File: src/rtl/wb_sequencer_if.sv
// Writeback sequencer bus: decode issue, ALU and load producers,
// and the register-file write / conditional-bit ports.
interface wb_sequencer_if;
    logic       issue_i;
    logic [2:0] issue_addr_i;
    logic       issue_stall_o;
    logic [7:0] busy_o;
    logic       alu_valid_i;
    logic       alu_ready_o;
    logic [2:0] alu_addr_i;
    logic [7:0] alu_data_i;
    logic       alu_cb_valid_i;
    logic       alu_cb_i;
    logic       mem_valid_i;
    logic       mem_ready_o;
    logic [2:0] mem_addr_i;
    logic [7:0] mem_data_i;
    logic       write_o;
    logic [2:0] write_addr_o;
    logic [7:0] write_data_o;
    logic       write_cb_o;
    logic       cb_data_o;

    modport slave (
        input  issue_i, issue_addr_i,
        output issue_stall_o, busy_o,
        input  alu_valid_i, alu_addr_i, alu_data_i,
        input  alu_cb_valid_i, alu_cb_i,
        output alu_ready_o,
        input  mem_valid_i, mem_addr_i, mem_data_i,
        output mem_ready_o,
        output write_o, write_addr_o, write_data_o,
        output write_cb_o, cb_data_o
    );

    modport master (
        output issue_i, issue_addr_i,
        input  issue_stall_o, busy_o,
        output alu_valid_i, alu_addr_i, alu_data_i,
        output alu_cb_valid_i, alu_cb_i,
        input  alu_ready_o,
        output mem_valid_i, mem_addr_i, mem_data_i,
        input  mem_ready_o,
        input  write_o, write_addr_o, write_data_o,
        input  write_cb_o, cb_data_o
    );
endinterface

File: src/rtl/wb_sequencer.sv
// Writeback sequencer: ALU FIFO plus load holding register, load-first
// arbitration onto the register-file write port, and a pending-write scoreboard.
module wb_sequencer #(
    parameter int DEPTH = 4
) (
    input logic          clk_i,
    input logic          reset_i,
    wb_sequencer_if.slave bus
);
    localparam int AW = $clog2(DEPTH);
    localparam int CW = AW + 1;

    typedef struct packed {
        logic [2:0] addr;
        logic [7:0] data;
        logic       cb_valid;
        logic       cb;
    } entry_t;

    entry_t         fifo_q [DEPTH];
    logic [AW-1:0]  rd_ptr;
    logic [AW-1:0]  wr_ptr;
    logic [CW-1:0]  count;
    logic           hold_valid;
    logic [2:0]     hold_addr;
    logic [7:0]     hold_data;
    logic [7:0]     busy;

    logic           full;
    logic           empty;
    logic           push;
    logic           capture;
    logic           pop;
    logic           issue_ok;
    logic [7:0]     set_mask;
    logic [7:0]     clr_mask;
    entry_t         head;
    entry_t         in_entry;

    assign full  = (count == CW'(DEPTH));
    assign empty = (count == '0);

    assign bus.alu_ready_o   = !reset_i && !full;
    assign bus.mem_ready_o   = !reset_i && !hold_valid;
    assign bus.issue_stall_o = !reset_i && bus.issue_i && busy[bus.issue_addr_i];
    assign bus.busy_o        = busy;

    assign push     = bus.alu_valid_i && bus.alu_ready_o;
    assign capture  = bus.mem_valid_i && bus.mem_ready_o;
    // The holding register always wins; the FIFO only drains behind it.
    assign pop      = !hold_valid && !empty;
    assign head     = fifo_q[rd_ptr];
    assign issue_ok = !reset_i && bus.issue_i && !busy[bus.issue_addr_i];

    assign in_entry = '{
        addr:     bus.alu_addr_i,
        data:     bus.alu_data_i,
        cb_valid: bus.alu_cb_valid_i,
        cb:       bus.alu_cb_i
    };

    always_comb begin
        set_mask = '0;
        clr_mask = '0;
        if (issue_ok) begin
            set_mask = 8'b1 << bus.issue_addr_i;
        end
        unique case (1'b1)
            hold_valid: clr_mask = 8'b1 << hold_addr;
            pop:        clr_mask = 8'b1 << head.addr;
            default:    clr_mask = '0;
        endcase
    end

    always_ff @(posedge clk_i) begin
        if (!reset_i && push) begin
            fifo_q[wr_ptr] <= in_entry;
        end
    end

    always_ff @(posedge clk_i) begin
        if (reset_i) begin
            rd_ptr           <= '0;
            wr_ptr           <= '0;
            count            <= '0;
            hold_valid       <= 1'b0;
            hold_addr        <= '0;
            hold_data        <= '0;
            busy             <= '0;
            bus.write_o      <= 1'b0;
            bus.write_addr_o <= '0;
            bus.write_data_o <= '0;
            bus.write_cb_o   <= 1'b0;
            bus.cb_data_o    <= 1'b0;
        end else begin
            if (push) begin
                wr_ptr <= wr_ptr + AW'(1);
            end
            if (pop) begin
                rd_ptr <= rd_ptr + AW'(1);
            end
            count <= count + CW'(push) - CW'(pop);

            if (capture) begin
                hold_valid <= 1'b1;
                hold_addr  <= bus.mem_addr_i;
                hold_data  <= bus.mem_data_i;
            end else if (hold_valid) begin
                hold_valid <= 1'b0;
            end

            busy <= (busy & ~clr_mask) | set_mask;

            unique case (1'b1)
                hold_valid: begin
                    bus.write_o      <= 1'b1;
                    bus.write_addr_o <= hold_addr;
                    bus.write_data_o <= hold_data;
                    bus.write_cb_o   <= 1'b0;
                end
                pop: begin
                    bus.write_o      <= 1'b1;
                    bus.write_addr_o <= head.addr;
                    bus.write_data_o <= head.data;
                    bus.write_cb_o   <= head.cb_valid;
                    bus.cb_data_o    <= head.cb;
                end
                default: begin
                    bus.write_o    <= 1'b0;
                    bus.write_cb_o <= 1'b0;
                end
            endcase
        end
    end
endmodule

File: src/flat_wrapper.sv
// flat-port wrapper written by rule: the top's interface ports become plain ports
module wb_sequencer_flat 
#(
    parameter int DEPTH = 4
)
  (clk_i, reset_i, bus_issue_i, bus_issue_addr_i, bus_issue_stall_o, bus_busy_o, bus_alu_valid_i, bus_alu_addr_i, bus_alu_data_i, bus_alu_cb_valid_i, bus_alu_cb_i, bus_alu_ready_o, bus_mem_valid_i, bus_mem_addr_i, bus_mem_data_i, bus_mem_ready_o, bus_write_o, bus_write_addr_o, bus_write_data_o, bus_write_cb_o, bus_cb_data_o);
  wb_sequencer_if bus_i ();
  input logic clk_i;
  input logic reset_i;
  input wire logic [$bits(bus_i.issue_i)-1:0] bus_issue_i;
  input wire logic [$bits(bus_i.issue_addr_i)-1:0] bus_issue_addr_i;
  output wire logic [$bits(bus_i.issue_stall_o)-1:0] bus_issue_stall_o;
  output wire logic [$bits(bus_i.busy_o)-1:0] bus_busy_o;
  input wire logic [$bits(bus_i.alu_valid_i)-1:0] bus_alu_valid_i;
  input wire logic [$bits(bus_i.alu_addr_i)-1:0] bus_alu_addr_i;
  input wire logic [$bits(bus_i.alu_data_i)-1:0] bus_alu_data_i;
  input wire logic [$bits(bus_i.alu_cb_valid_i)-1:0] bus_alu_cb_valid_i;
  input wire logic [$bits(bus_i.alu_cb_i)-1:0] bus_alu_cb_i;
  output wire logic [$bits(bus_i.alu_ready_o)-1:0] bus_alu_ready_o;
  input wire logic [$bits(bus_i.mem_valid_i)-1:0] bus_mem_valid_i;
  input wire logic [$bits(bus_i.mem_addr_i)-1:0] bus_mem_addr_i;
  input wire logic [$bits(bus_i.mem_data_i)-1:0] bus_mem_data_i;
  output wire logic [$bits(bus_i.mem_ready_o)-1:0] bus_mem_ready_o;
  output wire logic [$bits(bus_i.write_o)-1:0] bus_write_o;
  output wire logic [$bits(bus_i.write_addr_o)-1:0] bus_write_addr_o;
  output wire logic [$bits(bus_i.write_data_o)-1:0] bus_write_data_o;
  output wire logic [$bits(bus_i.write_cb_o)-1:0] bus_write_cb_o;
  output wire logic [$bits(bus_i.cb_data_o)-1:0] bus_cb_data_o;
  assign bus_i.issue_i = bus_issue_i;
  assign bus_i.issue_addr_i = bus_issue_addr_i;
  assign bus_issue_stall_o = bus_i.issue_stall_o;
  assign bus_busy_o = bus_i.busy_o;
  assign bus_i.alu_valid_i = bus_alu_valid_i;
  assign bus_i.alu_addr_i = bus_alu_addr_i;
  assign bus_i.alu_data_i = bus_alu_data_i;
  assign bus_i.alu_cb_valid_i = bus_alu_cb_valid_i;
  assign bus_i.alu_cb_i = bus_alu_cb_i;
  assign bus_alu_ready_o = bus_i.alu_ready_o;
  assign bus_i.mem_valid_i = bus_mem_valid_i;
  assign bus_i.mem_addr_i = bus_mem_addr_i;
  assign bus_i.mem_data_i = bus_mem_data_i;
  assign bus_mem_ready_o = bus_i.mem_ready_o;
  assign bus_write_o = bus_i.write_o;
  assign bus_write_addr_o = bus_i.write_addr_o;
  assign bus_write_data_o = bus_i.write_data_o;
  assign bus_write_cb_o = bus_i.write_cb_o;
  assign bus_cb_data_o = bus_i.cb_data_o;
  wb_sequencer #(.DEPTH(DEPTH)) u_core (.clk_i(clk_i), .reset_i(reset_i), .bus(bus_i));
endmodule
File: config.mk
export PLATFORM = sky130hd
export DESIGN_NAME = wb_sequencer_flat
export DESIGN_NICKNAME = d
export VERILOG_FILES = /design/src/rtl/wb_sequencer_if.sv /design/src/rtl/wb_sequencer.sv /design/src/flat_wrapper.sv
export SDC_FILE = /design/constraint.sdc
export NUM_CORES = 1
export LEC_CHECK = 0
export ABC_AREA = 0
export BUFFER_PORTS_ARGS = -buffer_cell sky130_fd_sc_hd__buf_4
export CAP_MARGIN = 10
export CORE_AREA = 3 3 79 136
export CTS_BUF_LIST = sky130_fd_sc_hd__clkbuf_16
export DETAILED_ROUTE_END_ITERATION = 16
export DIE_AREA = 0 0 82 139
export SLEW_MARGIN = 20
export SYNTH_ARGS = -nofsm -noshare
export SYNTH_HDL_FRONTEND = slang
export SYNTH_SLANG_ARGS = --single-unit
File: constraint.sdc
create_clock -name clk_i -period 5.5 [get_ports clk_i]
set_input_delay 0 -clock clk_i [delete_from_list [all_inputs] [get_ports clk_i]]
set_output_delay 0 -clock clk_i [all_outputs]
set_load 0.005 [all_outputs]
== After elaboration in Yosys (flattened, before gate mapping) ==
Memories as Yosys holds them, arrays and structs flattened. A register that Yosys moved wholly into a read port is not among the register bits.
Cells that the tools add are included.

* Flip-flop bits (word level): 41
* RAM bits: 52
* Bits of input ports: 32
* Output and inout port bits: 25
* Word-level logic and storage cells: 56
* Memories: 1

* Add/subtract/negate cells: 4
* Magnitude comparators: 1
* Eq/ne operators: 1
* Shifts and indexed selects: 3
* Multiplexer cells: 12
* Bitwise gates (word level): 4
* Reduce and logical (&&, ||, !) cells: 18

{| class="wikitable"
|+ Memory list
! name !! depth !! bits a word !! read ports !! clocked after memory_dff !! write ports !! line !! RTL
|-
| u_core.fifo_q || 4 || 13 || 1 || 1 || 1 || wb_sequencer.sv:20 || <nowiki>entry_t fifo_q [DEPTH];</nowiki>
|}

{| class="wikitable"
|+ Operators by type and width
! kind !! count
|-
| one-hot mux 8 bit (2 select lines) || 2
|-
| << shifter 1 x 3 -> 8 bit (first input constant) || 3
|-
| logical AND 1 bit || 9
|-
| bitwise AND 8 bit || 1
|-
| two-way mux 8 bit || 1
|-
| inverter 8 bit || 1
|-
| bitwise OR 8 bit || 1
|-
| one-hot mux 3 bit (2 select lines) || 1
|-
| logical NOT 1 bit || 5
|-
| two-way mux 1 bit || 5
|-
| adder 2 x 1 -> 2 bit (second input constant) || 2
|-
| < comparator 3 x 4 -> 1 bit (second input constant) || 1
|-
| two-way mux 2 bit || 2
|-
| OR reduction 2 bit || 2
|-
| adder 3 x 1 -> 3 bit || 1
|-
| binary-select mux 1 bit (select 3 bit) || 1
|-
| equality test 3 bit (second input constant) || 1
|-
| logical NOT 3 bit || 1
|-
| subtractor 3 x 1 -> 3 bit || 1
|-
| nonzero test 2 bit || 1
|-
| inverter 1 bit || 1
|}

== Logic depth before layout (Yosys ltp) ==
* Depth in word-level cells: 7
* Depth in mapped cells: 9
* Depth with buffers taken out: 9

== Least setup slack after synthesis ==
Ideal clock, no wire load.

* Path kind: flip-flop to flip-flop
* From: reg u_core.count[1]
* To: reg u_core.count[2]
* Library setup time: 0.128 ns
* Arrival time: 1.968 ns
* Data required time: 5.372 ns
* Slack: 3.404 ns
* Cell stages (with the launch flop): 10
* Path buffers: 0
* Period minus slack after synthesis: 2.096 ns
* Cell sequence: dfxtp_1 -> nor3_2 -> nor2_1 -> ha_1 -> inv_1 -> ha_1 -> inv_1 -> fa_1 -> xnor2_1 -> nor2_1

* Word-level cells in the longest chain between the ends: 6
* Elaborated cells on any way between the ends: 9
* Those cells by class: add/sub: 2; eq/ne: 1; reduce/logical: 6

{| class="wikitable"
|+ RTL lines
! what !! line !! RTL
|-
| start: declaration || wb_sequencer.sv:23 || <nowiki>logic [CW-1:0] count;</nowiki>
|-
| start signal: assignment || wb_sequencer.sv:102 || <nowiki>count <= count + CW'(push) - CW'(pop);</nowiki>
|-
| equality test 3 bit || wb_sequencer.sv:40 || <nowiki>assign full = (count == CW'(DEPTH));</nowiki>
|-
| logical NOT 1 bit || wb_sequencer.sv:43 || <nowiki>assign bus.alu_ready_o = !reset_i && !full;</nowiki>
|-
| logical AND 1 bit || wb_sequencer.sv:43 ||
|-
| logical AND 1 bit || wb_sequencer.sv:48 || <nowiki>assign push = bus.alu_valid_i && bus.alu_ready_o;</nowiki>
|-
| adder 3 x 1 -> 3 bit || wb_sequencer.sv:102 ||
|-
| subtractor 3 x 1 -> 3 bit (*) || wb_sequencer.sv:102 ||
|}

Every way passes the cells marked *; elsewhere a longest branch is shown, timed or not.
A chain may end at the register's enable or synchronous reset.

== Worst setup path in the final report ==
Same ends and word-level chain as after synthesis.

==> impl_metrics.tcl <==
set metrics [dict create \
    wl_per_cell_um 15.0 \
    end_kind "flop" \
    r2r-end "u_core.count[2]" \
    coreArea_sq_um 9850 \
    first_iter_violations 156 \
    highest_layer "met4" \
    place_inst 464 \
    status "completed" \
    instances_no_fill 504 \
    hold_path_depth 4 \
    ys_ff_latch 95 \
    h-tree-depth 3 \
    start_util 0.390 \
    worstHoldStart "bus_issue_addr_i[1]" \
    hold_viol_final 0 \
    post_cts_resized 0 \
    path_max_fanout 18 \
    async_flop_share 0 \
    grtUsageTotal 0.146 \
    slew_headroom 0.328 \
    cts_root_buffer "clkbuf_16" \
    max_cap_violations 0 \
    synth_area_leaders "edfxtp_1 (41%), dfxtp_1 (22%), mux4_2 (8.8%), nand2_1 (3.4%), nor2_1 (3.4%)" \
    num_vias 2481 \
    sw_frac_of_total 0.295 \
    portBuffers 56 \
    utilization 0.494 \
    clkPwrFrac 0.293 \
    dp_hpwl_mm 5.20 \
    finalWirelength_mm 7.58 \
    syn_area_sq_um 3840 \
    insertion_delay_ps 340 \
    drive_gt1_frac 0.237 \
    start_kind "flop" \
    critical_path_arrival_ps 3050 \
    required_ps 5710 \
    die_x_um 82 \
    crit-reg2reg-launch "u_core.count[1]" \
    cts_buffers 9 \
    clk_pin_slew_worst_paths_ps 70 \
    syn-num-nets 339 \
    nFillCells 905 \
    power.internal_w 0.00139 \
    wl_met3_um 271 \
    rows 48 \
    place_area_sq_um 4350 \
    yosysSeqAreaShare 0.631 \
    ys_types 40 \
    diodes 0 \
    viasPerCell 4.92 \
    synth.most_common_cell "edfxtp_1" \
    ant_nets 0 \
    routabilityCongestion 0.779 \
    avgSynthCellArea_sq_um 12.8 \
    hold_end "u_core.bus.busy_o[0]" \
    timing.fmax_mhz 352 \
    p_per_area_nw_per_um2 404 \
    met1_length_mm 3.16 \
    hold_class "input port to flop" \
    vdd.ir_drop.worst_mv 0.196 \
    p_comb_frac 0.240 \
    grt_max_degree 48 \
    worst_pin_slew_ps 1000 \
    rsz0062_at_grt "no" \
    r2r_slack_ps 2660 \
    grt_pass1_vias 2573 \
    area_delta_synth_final_pct 26.8 \
    power.switching_w 0.000580 \
    yosys_warnings 0 \
    hold_buffers 24 \
    remaining_drc_errors 0 \
    post-cts-setup-buffers 0 \
    overflow 0 \
    cts_tree "done" \
    pwr-share-seq 0.467 \
    synth_edf_count 52 \
    nNetsFinal 413 \
    dr.pass1.iters 4 \
    synthFlopType "edfxtp_1" \
    crit_type "flop to flop" \
    slew_violations 0 \
    tns_ps 0 \
    synthCells 300 \
    fin_area_sq_um 4870 \
    yosysTopAreaCell "edfxtp_1" \
    fin_crit_ps 2840 \
    r2r_cells 9 \
    fp.dieH_um 139 \
    ios 57 \
    antenna_found_initial 0 \
    cts.sinks 95 \
    die-area_sq_um 11400 \
    setup_violations 0 \
    routed-wl-met2_mm 3.89 \
    synth_top_area_frac 0.407 \
    grt_pass1_wl_mm 12.5 \
    leakagePower_nw 1.76 \
    synth_commonest_cells "edfxtp_1 (52), dfxtp_1 (43), nand2_1 (35), nor2_1 (35), mux4_2 (15)" \
    cts.path.max_buffers 2 \
    timing.final.crit_share 0.516 \
    finalClockSkew_ps 8.96 \
    power_w 0.00197 \
]
## metal layers
layer | up-vias | track usage
li1 | 1246 | -
met1 | 1161 | 0.177
met2 | 54 | 0.237
met3 | 20 | 0.0247
met4 | 0 | 0.0832
met5 | - | 0
## area by class of cell
type | count | area, sq um | share of cell area
inverters | 7 | 26.3 | 0.00540
clock inverters | 7 | 55.1 | 0.0113
clock buffers | 9 | 225 | 0.0462
repair buffers | 80 | 661 | 0.136
flip-flops and latches | 95 | 2420 | 0.497
multi-input cells | 181 | 1320 | 0.272
well taps | 125 | 156 | 0.0321
## registers in the layout (all words and copies together), names as in the netlist, named ones only
register and cells:
u_core.hold_addr 3, u_core.count 3, u_core.bus.write_cb_o 1, u_core.bus.busy_o 8
u_core.wr_ptr 2, u_core.fifo_q 52, u_core.rd_ptr 2, u_core.bus.write_o 1
u_core.hold_data 8, u_core.bus.cb_data_o 1, u_core.bus.write_data_o 8, u_core.hold_valid 1
u_core.bus.write_addr_o 3
## power groups by stage
| stage | registers (W) | logic, W | clock network [W] |
|---|---|---|---|
| finish | 0.000919 | 0.000471 | 0.000577 |
| global route | 0.000937 | 0.000534 | 0.000627 |
| CTS | 0.000924 | 0.000481 | 0.000595 |
| detailed placement | 0.000938 | 0.000463 | 0 |
| global placement | 0.000937 | 0.000458 | 0 |
| floorplan | 0.000892 | 0.000349 | 0 |
## logic make-up after synthesis
group                    Yosys count  share of synthesized area
AO/OA/AOI/OAI                     41                     0.0743
XOR/XNOR                           5                     0.0114
adder cells (fa/ha/maj)            7                     0.0248
buffers and inverters             24                     0.0248
flip-flops                        95                      0.631
multiplexers                      16                     0.0906
AND/OR/NAND/NOR                  112                      0.144
## per-stage QoR
| stage | worst slack [ps] | hold slack [ps] |
|---|---|---|
| detailed placement | 2660 | 201 |
| global placement | 2730 | 199 |
| global route | 2360 | 59.9 |
| CTS | 2610 | 34.2 |
| finish | 2660 | 42.0 |
| floorplan | 3400 | 98.9 |
## cell usage in the layout, fill, tap and decap left out, types with 5 or more instances in the layout
master	netlist	routed
dfxtp_1	43	43
inv_1	7	7
nor2_1	35	35
nand2_1	35	35
mux4_2	15	15
edfxtp_1	52	52
and2_1	6	6
nor4b_1	5	5
a211oi_1	8	8
o21ai_0	13	13
buf_4	1	56
a311oi_1	10	10
clkbuf_16	0	9
ha_1	6	6
dlygate4sd3_1	0	24
nand2b_1	14	14
## critical path, cell delays in order, from the launching register on
cell and delay, ps:
dfxtp_1 380, nor3_2 820, nor2_1 320, ha_1 370
inv_1 50, ha_1 130, inv_1 50, fa_1 380
xnor2_1 170, nor2_1 50
## worst max-delay path by stage
stage	start	endpoint	slack [ps]
final	u_core.count[1]	u_core.count[2]	2660
after global routing	u_core.count[1]	u_core.count[2]	2360
after CTS	u_core.count[1]	u_core.count[2]	2610
after detailed placement	u_core.count[1]	u_core.count[2]	2660
after global placement	u_core.count[1]	u_core.count[2]	2730
after floorplan	u_core.count[1]	u_core.count[2]	3400
Power figures use the tool's default switching activity.
